===== src/rtl/alu_cmd_sequencer.sv =====
// alu_cmd_sequencer: queues ALU commands in a small FIFO, issues them one at a time
// to a registered ALU and returns each result over a valid/ready handshake.
module alu_cmd_sequencer #(
    parameter int DEPTH = 4,
    parameter int PTR_W = 2
) (
    input  logic             clock,
    input  logic             reset,
    input  logic             cmd_valid,
    output logic             cmd_ready,
    input  logic [7:0]       cmd_a,
    input  logic [7:0]       cmd_b,
    input  logic [3:0]       cmd_op,
    output logic [7:0]       alu_a,
    output logic [7:0]       alu_b,
    output logic [3:0]       alu_sel,
    input  logic [7:0]       alu_out,
    input  logic             alu_carry,
    output logic             res_valid,
    input  logic             res_ready,
    output logic [7:0]       res_data,
    output logic             res_carry,
    output logic             res_err,
    output logic [PTR_W:0]   fifo_count,
    output logic             busy
);
    typedef enum logic [1:0] {IDLE, ISSUE, CAPTURE, RESULT} state_t;

    state_t             r_state;
    logic [19:0]        r_mem [DEPTH];
    logic [PTR_W-1:0]   r_wr_ptr, r_rd_ptr;
    logic [PTR_W:0]     r_count;
    logic [7:0]         r_alu_a, r_alu_b, r_res_data;
    logic [3:0]         r_alu_sel;
    logic               r_err_pend, r_res_err, r_res_carry, r_res_valid;
    logic               w_push, w_pop, w_head_err;
    logic [19:0]        w_head;

    assign cmd_ready  = r_count < (PTR_W+1)'(DEPTH);
    assign w_push     = cmd_valid && cmd_ready;
    assign w_pop      = (r_count != 0) && ((r_state == IDLE) || (r_state == RESULT && res_ready));
    assign w_head     = r_mem[r_rd_ptr];
    // error comes from the command itself, never from the ALU result value
    assign w_head_err = (w_head[19:16] > 4'd3) || (w_head[19:16] == 4'd3 && w_head[15:8] == 8'd0);

    always_ff @(posedge clock)
        if (w_push) r_mem[r_wr_ptr] <= {cmd_op, cmd_b, cmd_a};

    always_ff @(posedge clock or posedge reset)
        if (reset) begin
            r_wr_ptr <= '0;
            r_rd_ptr <= '0;
            r_count  <= '0;
        end else begin
            if (w_push) r_wr_ptr <= r_wr_ptr + PTR_W'(1);
            if (w_pop) r_rd_ptr <= r_rd_ptr + PTR_W'(1);
            r_count <= r_count + (PTR_W+1)'(w_push) - (PTR_W+1)'(w_pop);
        end

    always_ff @(posedge clock or posedge reset)
        if (reset) begin
            r_state     <= IDLE;
            r_alu_a     <= '0;
            r_alu_b     <= '0;
            r_alu_sel   <= '0;
            r_err_pend  <= 1'b0;
            r_res_data  <= '0;
            r_res_carry <= 1'b0;
            r_res_err   <= 1'b0;
            r_res_valid <= 1'b0;
        end else begin
            if (w_pop) begin
                r_alu_a    <= w_head[7:0];
                r_alu_b    <= w_head[15:8];
                r_alu_sel  <= w_head[19:16];
                r_err_pend <= w_head_err;
            end
            case (r_state)
                IDLE:    r_state <= w_pop ? ISSUE : IDLE;
                ISSUE:   r_state <= CAPTURE;
                CAPTURE: begin
                    r_res_data  <= alu_out;
                    r_res_carry <= alu_carry;
                    r_res_err   <= r_err_pend;
                    r_res_valid <= 1'b1;
                    r_state     <= RESULT;
                end
                RESULT: if (res_ready) begin
                    r_res_valid <= 1'b0;
                    r_state     <= w_pop ? ISSUE : IDLE;
                end
                default: r_state <= IDLE;
            endcase
        end

    assign alu_a      = r_alu_a;
    assign alu_b      = r_alu_b;
    assign alu_sel    = r_alu_sel;
    assign res_valid  = r_res_valid;
    assign res_data   = r_res_data;
    assign res_carry  = r_res_carry;
    assign res_err    = r_res_err;
    assign fifo_count = r_count;
    assign busy       = (r_state != IDLE) || (r_count != 0);
endmodule


===== config.mk =====
export PLATFORM = sky130hd
export DESIGN_NAME = alu_cmd_sequencer
export DESIGN_NICKNAME = d
export VERILOG_FILES = /design/src/rtl/alu_cmd_sequencer.sv
export SDC_FILE = /design/constraint.sdc
export NUM_CORES = 1
export LEC_CHECK = 0
export CAP_MARGIN = 20
export CORE_ASPECT_RATIO = 1.4
export CORE_MARGIN = 3
export CORE_UTILIZATION = 40
export DETAILED_ROUTE_END_ITERATION = 12
export PLACE_DENSITY = 0.74
export SLEW_MARGIN = 40
export SYNTH_ARGS = -nofsm -noshare
export SYNTH_HDL_FRONTEND = slang
export SYNTH_SLANG_ARGS = --single-unit

===== constraint.sdc =====
create_clock -name clock -period 2.5 [get_ports clock]
set_input_delay 0.5 -clock clock [delete_from_list [all_inputs] [get_ports clock]]
set_output_delay 0.5 -clock clock [all_outputs]
set_load 0.01 [all_outputs]

======== Yosys cells after proc, flatten, opt, wreduce, memory -nomap -nowiden ========
Memory sizes are Yosys's and may differ from the RTL's.
Cells that the tools add are included.
word-level totals
  flip-flop bits (word level) ............. 41
  bits in latches ......................... 0
  bits in writable memories ............... 80
  memory bits (read-only) ................. 0
  input port bits ......................... 33
  output and inout port bits .............. 36
  word-level logic and storage cells ...... 44
  memories kept ........................... 1
memory list
  memory  words  bits a word  read ports  clocked after Yosys merged registers in  wr ports  line  source
  r_mem   4      20           1           0                                        1         30    logic [19:0] r_mem [DEPTH];
cells by class
  $add $sub $neg .......................... 4
  $mul .................................... 0
  div/mod/pow operators ................... 0
  $lt $le $gt $ge ......................... 2
  eq/ne operators ......................... 5
  shift operators ......................... 0
  mux-type cells .......................... 7
  bitwise logic cells ..................... 0
  reductions and logical operators ........ 13
operators with widths
  kind                                                                              number
  8-bit logical NOT                                                                 1
  2-bit case mux with 4 select lines                                                1
  2-bit by 1-bit adder with 2-bit output (second input constant)                    2
  2-bit == test (second input constant)                                             2
  4-bit by 2-bit == test with 1-bit output (second input constant)                  1
  4-bit by 2-bit greater-than comparator with 1-bit output (second input constant)  1
  1-bit logical AND                                                                 4
  1-bit 2-to-1 mux                                                                  4
  2-bit nonzero test                                                                2
  3-bit by 1-bit adder with 3-bit output                                            1
  1-bit logical OR                                                                  3
  3-bit less-than comparator (second input constant)                                1
  3-bit nonzero test                                                                1
  3-bit by 1-bit subtractor with 3-bit output                                       1
  2-bit by 1-bit == test with 1-bit output (second input constant)                  1
  2-bit logical NOT                                                                 1
  2-bit 2-to-1 mux                                                                  1
  2-bit inequality test (second input constant)                                     1
  1-bit case mux with 2 select lines                                                1
  2-bit AND reduction                                                               1

======== Longest topological paths before layout ========
  depth in word-level cells ............... 7
  mapped depth ............................ 11

======== Least setup slack after synthesis ========
No wires, ideal clock.
  path type ............................... reg-to-reg
  from .................................... reg r_state[0]
  to ...................................... reg r_count[2] (netlist: fifo_count[2])
  setup time .............................. 0.124 ns
  arrival time ............................ 2.258 ns
  data required time ...................... 2.376 ns
  path slack .............................. 0.118 ns
  stages on the path, launching flop included .. 11
  path buffers ............................ 1
  cells stage by stage .................... dfrtp_1 > ha_1 > a21oi_1 > nor2_1 > buf_2 > ha_1 > inv_1 > ha_1 > fa_1 > xnor2_1 > xnor2_1
between the ends
  longest elaborated chain between the ends .. 5
  elaborated cells on any way between the ends .. 6
RTL lines
  what                                           line  source
  start: declaration                             29    state_t r_state;
  start signal: assignment                       79    IDLE: r_state <= w_pop ? ISSUE : IDLE;
  start signal: assignment                       90    r_state <= w_pop ? ISSUE : IDLE;
  2-bit == test                                  41    assign w_pop = (r_count != 0) && ((r_state == IDLE) || (r_state == RESULT && res_ready));
  1-bit logical AND                              41
  1-bit logical OR *                             41
  1-bit logical AND *                            41
  named net w_pop                                36    logic w_push, w_pop, w_head_err;
  3-bit by 1-bit subtractor with 3-bit output *  57    r_count <= r_count + (PTR_W+1)'(w_push) - (PTR_W+1)'(w_pop);
  end signal: assignment                         57
  end: declaration                               32    logic [PTR_W:0] r_count;
Mark *: on every way through the listed nets, which the timed path passes. The rest lies on a longest branch.
A chain may end at the register's enable or synchronous reset.

======== Final worst setup path ========
  from .................................... reg r_count[1] (netlist: fifo_count[1])
  to ...................................... out busy
between the ends
  longest elaborated chain between the ends .. 2
RTL lines
  what                line  source
  3-bit nonzero test  104   assign busy = (r_state != IDLE) || (r_count != 0);
  1-bit logical OR    104
  end: declaration    25    output logic busy
Every way passes these cells.

==> run_results.csv <==
group,metric,value,unit
outcome,outcome,"finished clean",
worst_setup_path,r2r_start,"r_state[0]",
hold_path,holdPathStages,1,
clock_network,cts_tree,"done",
clock_network,cts.clk_slew.worst_paths,0.05,ns
clock_network,root_buffer,"clkbuf_16",
floorplanning,die_area,13010,sq um
clock_network,cts_hold_buf,0,
floorplanning,core-area,11340,sq um
finish,fin_area,6195,sq um
synth,synth_edf_count,80,
place,dp_hpwl,5598,microns
floorplanning,ios,69,
timing,tightestPinTransition,0.5449,ns
worst_setup_path,reg2reg_depth,9,
synth,synth_area_leaders,"edfxtp_1 (52%), dfrtp_1 (22%), mux2_2 (7.2%)",
power,peakVddDrop,0.5463,mV
finish,drive_gt1_share,25.44,%
synth,synth_commonest_cells,"edfxtp_1 (80), dfrtp_1 (41), mux2_2 (30), mux4_2 (12), inv_1 (11)",
hold_path,min_to,"res_data[1]",
timing,relSlewSlack,63.68,%
synth,synth.ff_latch_count,121,
timing,period_share,93.65,%
hold_path,hold_start,"res_data[1]",
worst_setup_path,path_max_fanout,4,
finish,multi_input_area,1155,sq um
synth,synthArstFlopShare,33.88,%
global_route,grt_pass1_wl,13670,microns
worst_setup_path,r2r-end,"fifo_count[2]",
finish,diodes,0,
floorplanning,dieWidth,97.27,microns
place,placed_area,5633,sq um
detailed_routing,drt_pre_antenna_iters,4,
power,power_density,1281,nW/um^2
finish,post-route-util,54.63,%
finish,syn_to_final_growth,32.81,%
clock_network,clock_latency,0.40,ns
synth,ys.warnings.count,0,
synth,synthFlopType,"edfxtp_1",
worst_setup_path,end_kind,"output port",
timing,grt_setup_unrepaired,"no",
finish,seqCellArea,3428,sq um
clock_network,cts_max_path_buffers,2,
run,drv_cap,0,
timing,hold_violations,0,
floorplanning,rows,46,
finish,num-fill-cells,900,
synth,synth_nets,276,
synth,yosysSeqAreaShare,73.50,%
synth,synth.largest_area_cell,"edfxtp_1",
worst_setup_path,cp-startpoint,"fifo_count[1]",
place,placement.io_buffers,68,
worst_setup_path,crit_type,"reg2out",
synth,syn_inst,233,
timing,finalMaxSlewViolations,0,
detailed_routing,routedWlPerCell,17.32,microns
detailed_routing,drtIter0Drc,69,
clock_network,h-tree-depth,4,
detailed_routing,route.detailed.drc,0,
timing,min_period,2.341,ns
worst_setup_path,arrival,1.84,ns
worst_setup_path,crit_path_start_kind,"flop",
synth,yosysUniqueCellTypes,27,
detailed_routing,wirelength,8347,microns
power,p_leak,2.283,nW
worst_setup_path,required,2.00,ns
detailed_routing,via_per_inst,4.892,
global_route,overflow,0,
synth,syn_area,4664,sq um
clock_network,cts_resized,0,
global_route,antenna_found_initial,0,
synth,yosys.area.top_type_share,51.50,%
clock_network,cts.sinks,121,
timing,report.final.setup_viol,0,
hold_path,hold_path_class,"reg2reg",
detailed_routing,vias,2358,
floorplanning,initial_core_util,41.14,%
clock_network,cts_buffers,17,
global_route,grt_pass1_vias,2723,
global_route,grt_max_degree,42,
timing,timing.fmax,427.1,MHz
synth,synth_most_common_cell,"edfxtp_1",
place,gp_congestion,0.6965,
finish,final_nets,368,
floorplanning,die_y,133.8,microns
global_route,grt.total_usage,13.88,%
worst_setup_path,reg2reg_slack,0.32,ns
clock_network,post_cts_buffers,0,
detailed_routing,ant_nets,0,
timing,skew,0.007763,ns
synth,syn_area_per_cell,20.02,sq um
==> stage by stage <==
step | power (mW) | cells | setup slack [ns] | setup TNS, ns | hold slack (ns)
after detailed placement | 5.785 | 450 | -0.008984 | -0.008984 | 0.4943
final | 7.933 | 482 | 0.1587 | 0 | 0.5021
after floorplan | 4.570 | 233 | 0.1177 | 0 | 0.4802
after CTS | 8.061 | 482 | 0.1324 | 0 | 0.5061
after global placement | 5.655 | 450 | 0.01367 | 0 | 0.4882
after global routing | 8.384 | 482 | 0.02910 | 0 | 0.5183
==> how the worst max path moves through the flow <==
stage | to | cells after the start
2_1_floorplan | fifo_count[2] | 10
3_3_place_gp | fifo_count[2] | 9
3_5_place_dp | fifo_count[2] | 9
4_1_cts | busy | 4
5_1_grt | busy | 4
6_report | busy | 4
==> critical path: stages, from the launching register on <==
cell and delay, ns:
dfrtp_1 0.41, nor3_1 0.31, buf_4 0.19, nand2_1 0.05
clkdlybuf4s50_1 0.47
==> logic make-up after synthesis <==
| logic type | synth area share (%) |
|---|---|
| muxes | 17.54 |
| and+or+nand+nor | 2.575 |
| xor gates and xnor gates | 0.9388 |
| buffers and inverters | 1.797 |
| adders and majority gates | 2.843 |
| DFF | 73.50 |
| AOI/OAI and AO/OA | 0.8046 |
==> placed cells by master, fill, tap and decap left out <==
master / count
edfxtp_1: 80
clkdlybuf4s50_1: 68
dfrtp_1: 41
mux2_2: 30
clkbuf_16: 17
mux4_2: 12
inv_1: 10
ha_1: 9
buf_4: 9
mux4_1: 8
clkinv_2: 5
xnor2_1: 4
nor2_1: 4
and2_1: 4
nand2_1: 4
buf_12: 4
a21oi_1: 3
clkinv_1: 3
clkinvlp_4: 3
nor3_1: 2
o22ai_1: 2
o21ai_0: 2
bufinv_16: 2
clkinv_4: 2
nor2_2: 1
xor2_1: 1
nor2b_1: 1
nand2b_1: 1
nor4b_2: 1
nand4b_1: 1
or3b_1: 1
nor4_1: 1
fa_1: 1
clkbuf_1: 1
==> metal layers <==
metal / vias to the layer above / GRT usage, % / share of wire [%]
met4: 0 / 6.082 / 1.2
met5: - / 0 / 0
met2: 61 / 25.92 / 57
met3: 10 / 4.162 / 4.3
li1: 1088 / - / -
met1: 1199 / 14.25 / 37
==> registers in the layout, indices dropped and copies added (netlist names) <==
name        count
alu_a           8
alu_b           8
alu_sel         4
fifo_count      3
r_err_pend      1
r_mem          80
r_rd_ptr        2
r_state         2
r_wr_ptr        2
res_carry       1
res_data        8
res_err         1
res_valid       1
==> final cells by class <==
type                            instances  share of cell area, %
Clock buffer                           18                  6.928
Multi-Input combinational cell         93                  18.64
Sequential cell                       121                  55.34
Clock inverter                         14                  2.141
Tap cell                              144                  2.909
Timing Repair Buffer                   81                  13.37
Inverter                               11                 0.6665
==> report_power, final <==
group,internal [mW],total (mW),switching [mW]
combinational,1.57,2.72,1.15
sequential,2.70,2.96,0.260
clock,1.45,2.25,0.801
total,5.72,7.93,2.22
(Power assumes the default switching activity.)
==> patch 1 (config.mk and constraints unchanged) <==
The parameter `DEPTH` goes from 4 to 2.
--- a/src/rtl/alu_cmd_sequencer.sv
+++ b/src/rtl/alu_cmd_sequencer.sv
@@ -1,7 +1,7 @@
 // alu_cmd_sequencer: queues ALU commands in a small FIFO, issues them one at a time
 // to a registered ALU and returns each result over a valid/ready handshake.
 module alu_cmd_sequencer #(
-    parameter int DEPTH = 4,
+    parameter int DEPTH = 2,
     parameter int PTR_W = 2
 ) (
     input  logic             clock,
Formal check against the unedited RTL: not equivalent (a bounded check fails within 4 cycles, from zero or initial values and one cycle with reset high).
==> patch 1 against the original RTL <==
Clock skew is 0.00071 ns lower; synthesized area shrank 34%; fmax is 10% higher; critical path depth is 1 lower; worst setup slack better by 0.22 ns; cell area decreased by 35%; wire length shrank 34%; die area fell by 33%; total power fell by 38%; sequential cell count down 42; critical path type unchanged; largest cell class unchanged; highest routed layer unchanged.
==> patch 1: results (changes against the original RTL) <==
- Most frequent cells after synthesis: 40 x edfxtp_1, 39 x dfrtp_1, 27 x nor2_1, 23 x a21oi_1, 20 x mux2i_1
- Clock slew at reported path FFs: 0.08 ns (+0.03 ns)
- Met2 Usage GRT: 23.36% (-2.6 points)
- Mux share of post-synthesis cell area: 10.24% (-7.3 points)
- 1st-iter DRT viols: 76 (+10%)
- Nets: 320 (-13%)
- Status: completed
- Async set-reset flop share out of synthesis: 49.37% (+15 points)
- Sequential share of the synthesized area: 71.25% (-2.2 points)
- Post-synthesis xor/xnor area fraction: 0.8600% (-0.079 points)
- Worst-Margin Slew: 0.7288 ns (+0.1839 ns)
- Number of synthesized flops with an enable pin: 40 (-50%)
- Clock Latency Late Sink: 0.33 ns (-0.07 ns)
- CTS buffer count: 9 (-8)
- PortBufs: 68 (unchanged)
- Vias in the first global route: 1861 (-32%)
- Crit-path max FO: 3 (-1)
- Vias/cell: 4.725 (-3.4%)
- Max reg flops: 40 (-50%)
- Hold Crit Class: input pin to asynchronous set/reset pin
- Initial antenna violation count: 0 (unchanged)
- Synth Area in Compound Gates: 4.914% (+4.1 points)
- R2R cell count: 8 (-1)
- HPWL after DPL: 4006 um (-28%)
- GP Congestion: 0.7515 (+7.9%)
- Root Driver: clkbuf_8
- Synth unique cells: 28 (+3.7%)
- Peak supply drop: 0.0004542 V (-17%)
- Leak: 1.576 nW (-31%)
- DP Area: 3854 sq um (-32%)
- Met1 usage: 15.65% (+1.4 points)
- Net Count, Synth: 244 (-12%)
- First-pass GRT wire length: 8811 um (-36%)
- Adder-Cell Fraction of Synth Area: 3.112% (+0.27 points)
- WL/cell: 14.33 um (-17%)
- Switch share: 32.55% (+4.6 points)
- Largest net degree at the start of global routing: 44 (+4.8%)
- Arrival time worst endpoint: 1.62 ns (-0.22 ns)
- Max Clock Skew: 0.007055 ns (-0.0007079 ns)
- H-tree depth: 3 (-1)
- Synth top area cells: edfxtp_1 39%, dfrtp_1 32%, mux2i_1 6.6%
- Met3 usage: 3.115% (-1.0 points)
- Ratio of cells with drive above 1 in the final layout: 12.28% (-13 points)
- Total global-route track usage: 13.42% (-0.45 points)
- Most used DFF post-synth: edfxtp_1
-- patch 1: cell types whose count changed after synthesis, sizes merged, moves of 4 or more --
cell,change
a21oi,+21
and2,-4
mux2i,+20
nor2,+23
mux4,-20
edfxtp,-40
mux2,-20
-- patch 1: worst paths after layout --
check	slack [ns]	from	to
worst max-delay path	0.38	fifo_count[0]	busy
worst min-delay path	0.47	reset	alu_a[6]
worst max register to register	0.50	r_state[0]	fifo_count[2]
worst min register to register	0.51	res_data[4]	res_data[4]
max in group asynchronous	1.56	reset	alu_b[2]
min in group clock	0.51	res_data[4]	res_data[4]
-- patch 1: power groups by stage --
stage | registers (mW) | logic, mW | clock network, mW
after floorplan | 2.16 | 1.09 | 0
after global placement | 2.10 | 1.94 | 0
after detailed placement | 2.12 | 1.99 | 0
after CTS | 2.09 | 2.00 | 0.930
after global routing | 2.13 | 2.18 | 0.994
final | 2.08 | 1.96 | 0.894
-- patch 1: kinds of logic after synthesis --
kind of cell               count (synthesis)
DFF                                       79
AOI/OAI and AO/OA                         28
adders and majority gates                  7
buffers and inverters                     16
muxes                                     30
and+or+nand+nor                           41
xor gates and xnor gates                   3
-- patch 1: per-stage QoR --
step / std cells / worst slack (ns) / utilization, %
floorplan: 204 / 0.3298 / -
global placement: 366 / 0.1825 / 52.03
detailed placement: 366 / 0.1793 / 52.03
CTS: 382 / 0.3399 / 54.59
global route: 382 / 0.2456 / 54.59
finish: 382 / 0.3799 / 54.59
-- patch 1: layout make-up --
type	instances	area, sq um
clock inverters	5	48.80
well taps	97	121.4
repair buffers	73	730.7
flip-flops and latches	79	2177
multi-input cells	109	794.5
fillers	638	3363
inverters	8	30.03
clock buffers	11	141.4
-- patch 1: layer usage --
layer / share of wire [%] / wire (um)
met1: 40 / 2170
met2: 54 / 2951
met3: 4.4 / 241
met4: 2.0 / 110
met5: 0 / 0
==> patch 2 (same settings) <==
Made on the original files. Encoding of `state_t`: now one-hot (4 bits for 4 states).
--- a/src/rtl/alu_cmd_sequencer.sv
+++ b/src/rtl/alu_cmd_sequencer.sv
@@ -24,7 +24,7 @@
     output logic [PTR_W:0]   fifo_count,
     output logic             busy
 );
-    typedef enum logic [1:0] {IDLE, ISSUE, CAPTURE, RESULT} state_t;
+    typedef enum logic [3:0] {IDLE = 4'b0001, ISSUE = 4'b0010, CAPTURE = 4'b0100, RESULT = 4'b1000} state_t;
 
     state_t             r_state;
     logic [19:0]        r_mem [DEPTH];
Function: same outputs for any inputs over 10 cycles, from zero or initial values and one cycle with reset high; not proved beyond that.
==> patch 2 against the original RTL <==
Synthesized area increased by 2.9%; wire length up 7.4%; worst setup slack got worse by 0.11 ns; total power grew 2.3%; largest power group unchanged; fmax down 4.4%; cell area rose by 2.3%; sequential cell count is 2 higher; count of clock-buffer cells in the layout increased by 1; core utilization rose by 0.40 points.
==> patch 2: results (changes against the original RTL) <==
- RR Endpoint: fifo_count[2]
- Crit-path max FO: 2 (-2)
- Status: completed
- WL/cell: 16.82 um (-2.9%)
- Net Count, Synth: 326 (+18%)
- Most frequent cells after synthesis: 80 x edfxtp_1, 64 x nand2_1, 42 x dfrtp_1
- R2r setup slk: 0.13 ns (-0.19 ns)
- Final Cycle Share: 97.97% (+4.3 points)
- Number of synthesized flops with an enable pin: 80 (unchanged)
- Sequential share of the synthesized area: 72.48% (-1.0 points)
- Ratio of cells with drive above 1 in the final layout: 18.77% (-6.7 points)
- Critical path's slowest cell: dfstp_2
- Synth top area cells: edfxtp_1 50%, dfrtp_1 22%, mux4_1 5.5%
- Total global-route track usage: 14.49% (+0.62 points)
- Synth unique cells: 36 (+33%)
- Switch share: 30.26% (+2.3 points)
- Arrival time worst endpoint: 1.95 ns (+0.11 ns)
- Vias in the first global route: 2798 (+2.8%)
- Max Clock Skew: 0.007143 ns (-0.0006191 ns)
- Min-delay src: alu_a[0]
- Worst setup path start: r_state[0]
- DP Area: 5751 sq um (+2.1%)
- HPWL after DPL: 5771 um (+3.1%)
- Peak supply drop: 0.0005252 V (-3.9%)
- Worst-Margin Slew: 0.5415 ns (-0.003366 ns)
- Slowest stage delay, CP: 0.52 ns (+0.05 ns)
- First-pass GRT wire length: 14520 um (+6.3%)
- Nets: 416 (+13%)
- Leak: 2.437 nW (+6.8%)
- R2R cell count: 11 (+2)
- DP Worst Slack: -0.2894 ns (-0.2804 ns)
- H-tree depth: 4 (unchanged)
- 1st-iter DRT viols: 112 (+62%)
- Largest net degree at the start of global routing: 44 (+4.8%)
- Async set-reset flop share out of synthesis: 34.96% (+1.1 points)
[patch 2: cell count changes in the layout (fill, tap and decap cells not counted), moves of 3 or more]
cell,delta
nand2_1,+60
buf_4,+4
mux2_2,-20
clkinv_2,-3
ha_1,-3
[patch 2: area by class of cell]
class / instances / share of cell area [%]
clock buffers: 19 / 6.834
repair buffers: 84 / 13.15
flip-flops and latches: 123 / 54.93
multi-input cells: 140 / 19.36
well taps: 144 / 2.844
clock inverters: 13 / 2.291
inverters: 10 / 0.5925
[patch 2: power groups by stage]
| stage | registers (mW) | clock network [mW] | logic [mW] |
|---|---|---|---|
| 2_1_floorplan | 3.12 | 0 | 1.58 |
| 3_3_place_gp | 3.05 | 0 | 2.66 |
| 3_5_place_dp | 3.08 | 0 | 2.72 |
| 4_1_cts | 3.06 | 2.40 | 2.75 |
| 5_1_grt | 3.11 | 2.50 | 3.00 |
| 6_report | 3.05 | 2.34 | 2.73 |
[patch 2: worst min-delay path by stage]
stage / endpoint / slack, ns / cells after the start
after floorplan: r_err_pend / 0.45 / 2
after global placement: alu_a[0] / 0.46 / 2
after detailed placement: alu_a[0] / 0.47 / 2
after CTS: alu_b[6] / 0.48 / 2
after global routing: alu_b[7] / 0.50 / 2
final: alu_a[0] / 0.48 / 2
[patch 2: cells by family after synthesis]
logic type               Yosys count  share of synthesized area (%)
flip-flops                       123                          72.48
AND/OR/NAND/NOR                   90                          8.653
multiplexers                      30                          12.51
buffers and inverters             23                          2.267
AO/OA/AOI/OAI                      8                          1.199
adder cells (fa/ha/maj)            7                          1.981
XOR/XNOR                           5                         0.9121
[patch 2: critical path: cells and delay by family (launching register included)]
family | cells | cell delay, ns
flip-flops | 1 | 0.52
buffers and inverters | 1 | 0.15
AND/OR/NAND/NOR | 2 | 0.87
[patch 2: what timing repair did]
item	in CTS	in global routing
buffers inserted	0	0
hold endpoints to repair	0	0
gates cloned	0	0
resized for setup	5	1
setup endpoints to repair	1	2
[patch 2: per-stage QoR]
step,total power [mW],util [%],hold WS [ns],setup TNS (ns),std cells
after floorplan,4.692,-,0.4493,0,286
after global placement,5.710,49.96,0.4603,-0.4538,501
after detailed placement,5.804,49.96,0.4694,-0.5098,501
after CTS,8.210,54.97,0.4824,0,533
after global routing,8.609,55.03,0.5043,-0.01282,533
final,8.116,55.03,0.4769,0,533
[patch 2: metal layers]
layer	track usage [%]	share of wire (%)	wire (um)	vias up
met5	0	0	0	-
met4	7.137	2.0	178	0
met3	4.791	4.3	384	15
met2	24.87	54	4810	69
met1	16.13	40	3590	1310
li1	-	-	-	1235
